$ cat src/rtl/channel_arb_pkg.sv
// Shared types and helpers for the round-robin channel merge.
// Arbiter state encoding and source-tag width helper.
package channel_arb_pkg;

  typedef enum logic {
    OPEN,
    HOLD
  } arb_state_t;

  function automatic int src_width(input int k);
    return ($clog2(k) < 1) ? 1 : $clog2(k);
  endfunction

endpackage

$ cat src/rtl/rr_priority_pick.sv
// Rotating priority picker: first request after `last`, wrapping mod K.
// Rotate so `last`+1 sits at bit 0, find-first, then un-rotate.
module rr_priority_pick
  import channel_arb_pkg::*;
#(
  parameter int K = 4,
  parameter int W = src_width(K)
) (
  input  logic [K-1:0] req,
  input  logic [W-1:0] last,
  output logic         found,
  output logic [W-1:0] idx
);

  logic [K-1:0] rot;
  int first;
  int pos;

  always_comb begin
    rot   = '0;
    found = 1'b0;
    first = 0;
    pos   = 0;
    idx   = '0;
    for (int j = 0; j < K; j++)
      rot[j] = req[(int'(last) + 1 + j) % K];
    for (int j = K - 1; j >= 0; j--) begin
      if (rot[j]) begin
        found = 1'b1;
        first = j;
      end
    end
    pos = (int'(last) + 1 + first) % K;
    idx = W'(pos);
  end

endmodule

$ cat src/rtl/channel_rr_merge.sv
// K-input valid/ack merge with round-robin + burst-hold arbitration
// and a single registered output stage tagged with the source index.
module channel_rr_merge
  import channel_arb_pkg::*;
#(
  parameter int K        = 4,
  parameter int N        = 8,
  parameter int MaxBurst = 1,
  parameter int SrcW     = src_width(K)
) (
  input  logic            clk,
  input  logic            reset,
  input  logic [K*N-1:0]  in_d,
  input  logic [K-1:0]    in_v,
  output logic [K-1:0]    in_a,
  output logic [N-1:0]    out_d,
  output logic [SrcW-1:0] out_src,
  output logic            out_v,
  input  logic            out_a
);

  localparam int CntW = (MaxBurst > 1) ? $clog2(MaxBurst) : 1;

  arb_state_t      state;
  logic [SrcW-1:0] last;
  logic [SrcW-1:0] hold;
  logic [SrcW-1:0] pick;
  logic [SrcW-1:0] win;
  logic [CntW-1:0] cnt;
  logic            pick_ok;
  logic            keep;
  logic            found;
  logic            load;
  logic            xfer;

  rr_priority_pick #(
    .K(K),
    .W(SrcW)
  ) u_pick (
    .req  (in_v),
    .last (last),
    .found(pick_ok),
    .idx  (pick)
  );

  // Holder keeps priority only while it still requests.
  assign keep  = (state == HOLD) && in_v[hold];
  assign found = keep || pick_ok;
  assign win   = keep ? hold : pick;
  assign load  = !out_v || out_a;
  assign xfer  = load && found && reset;

  always_comb begin
    in_a = '0;
    if (xfer) in_a[win] = 1'b1;
  end

  always_ff @(posedge clk or negedge reset) begin
    if (!reset) begin
      out_v   <= 1'b0;
      out_d   <= '0;
      out_src <= '0;
      state   <= OPEN;
      last    <= SrcW'(K - 1);
      hold    <= '0;
      cnt     <= '0;
    end else begin
      if (load) begin
        out_v <= found;
        if (found) begin
          out_d   <= in_d[int'(win)*N +: N];
          out_src <= win;
        end
      end
      if (xfer) begin
        last <= win;
        if (MaxBurst == 1) begin
          state <= OPEN;
          cnt   <= '0;
        end else if (keep) begin
          if (int'(cnt) + 1 >= MaxBurst - 1) begin
            state <= OPEN;
            cnt   <= '0;
          end else begin
            cnt <= cnt + 1'b1;
          end
        end else begin
          state <= HOLD;
          hold  <= win;
          cnt   <= '0;
        end
      end else if (state == HOLD && !in_v[hold]) begin
        state <= OPEN;
        cnt   <= '0;
      end
    end
  end

endmodule
$ cat config.mk
export PLATFORM = sky130hd
export DESIGN_NAME = channel_rr_merge
export DESIGN_NICKNAME = d
export VERILOG_FILES = /design/src/rtl/channel_arb_pkg.sv /design/src/rtl/rr_priority_pick.sv /design/src/rtl/channel_rr_merge.sv
export SDC_FILE = /design/constraint.sdc
export NUM_CORES = 1
export LEC_CHECK = 0
export ABC_CLOCK_PERIOD_IN_PS = 2500
export CELL_PAD_IN_SITES_DETAIL_PLACEMENT = 0
export CELL_PAD_IN_SITES_GLOBAL_PLACEMENT = 1
export CORE_MARGIN = 2
export CORE_UTILIZATION = 38
export DETAILED_ROUTE_END_ITERATION = 10
export DONT_BUFFER_PORTS = 1
export PLACE_DENSITY = 0.7
export SKIP_LAST_GASP = 1
export SYNTH_ARGS = -nofsm -noshare
export SYNTH_HDL_FRONTEND = slang
export SYNTH_SLANG_ARGS = --single-unit
$ cat constraint.sdc
create_clock -name clk -period 2.5 [get_ports clk]
set_input_delay 0.375 -clock clk [delete_from_list [all_inputs] [get_ports clk]]
set_output_delay 0.375 -clock clk [all_outputs]
set_load 0.02 [all_outputs]
==> results by group <==
Critical path
  • WP buf/inv: 1
  • Worst-path fanout max: 4
  • Worst EP required: roughly 2100 ps
  • Cell family with most CP delay: flip-flops
  • CP peak stage delay: 570 ps
  • Worst r2r dst: out_d[2]
  • Critical setup path kind: reg2out
  • Reg-to-Reg Start: last[1]
  • CP dominant cell by count: nor2_4
  • CP max stage cell: dfstp_2
  • Crit path cell chain: nand2_2 > a2bb2oi_2 > o22ai_1 > nor2_1 > a21oi_1 > ha_2 > xnor2_4 > xnor2_2 > a21oi_4 > nor2_4 > buf_6 > nor2_4
  • Crit path arrival time: between 2000 and 2500 ps
  • Critical path startpoint: last[1]
  • Startpoint types: flip-flop
  • R2R cell count: 15
  • CP Capture Type: output port
  • Reg2Reg Setup Slack: -190 ps

Clock network
  • Clk buf depth: 2
  • CTS H-tree lvls: 1
  • CTS tree: built
  • Clock transition at path regs: ~90 ps
  • CTS root buf: clkbuf_4
  • TritonCTS Buffers: 3
  • Sink Count: 13
  • Worst skew pair latency: about 280 ps

Final layout
  • Most frequent cells in the layout: nand2_1, nor2b_1, buf_4
  • Final core utilization: about three fifths
  • Nets@finish: about 180
  • Area growth, synth to finish: 51.8%
  • Cell area after layout: roughly 1500 um^2
  • # diodes: 0
  • Share of layout cells above drive strength 1: 38.3%

Die
  • DIE HEIGHT: roughly 55 um
  • Initial Utilization: between 40% and 50%
  • Std cell rows: 18
  • Core ar.: 2480 um^2
  • Die width: ~55 um
  • Die area: between 3000 and 4000 um^2
  • IO Count: between 50 and 60

Timing
  • Min cycle time layout: between 2000 and 3000 ps
  • Worst Slack Setup Final: -265 ps
  • Max_slew headroom: 56.5%
  • Hold Vio Cnt, Final: 0
  • Max-slew violation count: 0
  • Final Setup Violations: 12
  • Measured slew at the worst slew-check pin: 650 ps
  • Highest Clock Rate: 0.362 GHz
  • Unrepaired setup endpoints after global routing: true
  • Final cycle utilization of the critical path: 111%
  • Clock skew: 1.73 ps

Synth
  • Synthesized area: ~1000 um^2
  • Synth top area share: between 20 and 30%
  • Largest area contributor in the netlist: dfrtp_1
  • Cell variety after synth: 34
  • Synthesized area per cell: between 8 and 9 um^2
  • Sequential fraction of the synthesis area: between 30% and 40%
  • Largest family of logic cells by synthesized area: compound AO/OA/AOI/OAI gates
  • Synth Area in XOR/XNOR: under 10%
  • Mux share of post-synthesis cell area: 0%
  • Syn_nets: about 160
  • Synth top area cells: dfrtp_1, nor2b_1, a221oi_1, nand2_1, a2111oi_0
  • Synth Instances: around 120
  • Post-Synth Adder-Cell Area: around 1.3%
  • Synth warn: 0
  • Register bit total from synthesis: 13
  • Post-Synth Simple-Gate Area: between 20% and 30%
  • Synth Area in Compound Gates: ~32%

Route
  • Vias per inst: 6.08
  • Drt initial violations: 45
  • Total number of vias: around 1,000
  • DR WL/cell: between 15 and 20 um
  • Post-Route WL: approximately 3.2 mm
  • Final ANT Viol Nets: 0
  • DRC viols: 0
  • Router iterations before antenna repair: 4

Placed design
  • GP Congestion: around 0.8
  • Placed cell areas: 1190 um^2
  • DP HPWL: ~2.2 mm
  • # port buffers: 0

Global routing
  • Initial antenna violation count: 0
  • First-pass GRT wire length: roughly 5.3 mm
  • Tot GR Track Use: 22.0%
  • Vias in the first global route: ~1,100
  • GRT overflow: 0
  • Pin count of the biggest net entering global routing: 33

Hold path
  • HP Start: in_v[1]
  • Worst Hold End: out_v
  • Worst hold path depth: 2
  • Hold WC Path Type: in2reg

Status
  • Status: finished, violations left
  • Failing checks: negative setup slack

Flow run
  • Max-cap check violation count: 0
==> synthesized netlist by cell type <==
library cell / n
o211ai_1: 1
o21a_1: 1
nor2_1: 10
a21oi_2: 1
nor3_1: 3
o31ai_1: 8
a2111oi_1: 1
a21o_1: 1
dfrtp_1: 11
a221oi_1: 8
nand3_2: 1
o21ai_0: 2
buf_2: 3
nand3_1: 2
xnor2_1: 3
buf_1: 1
nand2b_1: 2
o21ai_1: 1
clkbuf_1: 2
a2bb2oi_1: 1
o22ai_1: 2
nor2b_1: 16
a2111oi_0: 7
inv_1: 4
ha_1: 1
a21oi_4: 1
or3_1: 1
nand2_1: 18
o41ai_1: 1
o21ai_2: 1
o211a_1: 1
a21oi_1: 2
nor3_2: 1
dfstp_2: 2
==> logic make-up after synthesis <==
family | Yosys count
buf+inv | 10
simple gates | 54
flops | 13
xor+xnor | 3
fa+ha+maj | 1
compound gates | 40
==> registers in the layout, summed over array words and instances, names as in the netlist <==
name and cells:
last 2, out_d 8, out_src 2, out_v 1
==> repair_timing <==
item / 4_1_cts / 5_1_grt
setup endpoints to repair: 11 / 12
hold buffers: 1 / 0
resized for setup: 32 / 8
setup buffers: 8 / 4
gates cloned: 0 / 0
hold endpoints to repair: 13 / 0
pin swaps: 26 / 12
==> per-stage QoR <==
stage                     TNS (ps)  hold WS, ps  std cells  setup WS, ps
final                        -1710          213        171          -265
after floorplan              -5.32         79.4        121         -5.32
after CTS                    -1540          203        169          -283
after global routing         -3700          191        171          -415
after global placement        -293         79.7        157         -84.8
after detailed placement      -537         79.6        157          -120
==> per-layer routing <==
metal / up-vias / global-route usage (%) / routed length [um]
met2: 42 / 37.1 / 1690
met5: - / 0 / 0
met4: 0 / 8.71 / 27
met1: 498 / 27.2 / 1320
met3: 2 / 4.68 / 204
li1: 498 / - / -
==> cell type report <==
type | instances | area, um^2
multi-input combinational | 98 | 903
fill | 221 | 960
inverter | 4 | 15.0
tap | 30 | 37.5
clock inverter | 1 | 5.00
clock buffer | 3 | 22.5
sequential | 13 | 328
timing repair buffer | 22 | 206
==> how the worst max path moves through the flow <==
stage | to | slack (ps) | cells past startpoint
after floorplan | in_a[0] | -5 | 11
after global placement | out_d[7] | -80 | 12
after detailed placement | out_d[2] | -120 | 12
after CTS | in_a[0] | -280 | 11
after global routing | in_a[1] | -410 | 12
final | in_a[1] | -270 | 12
Power is not shown: default switching activity piles up to over one toggle a cycle in this logic, so the estimate is an artifact.
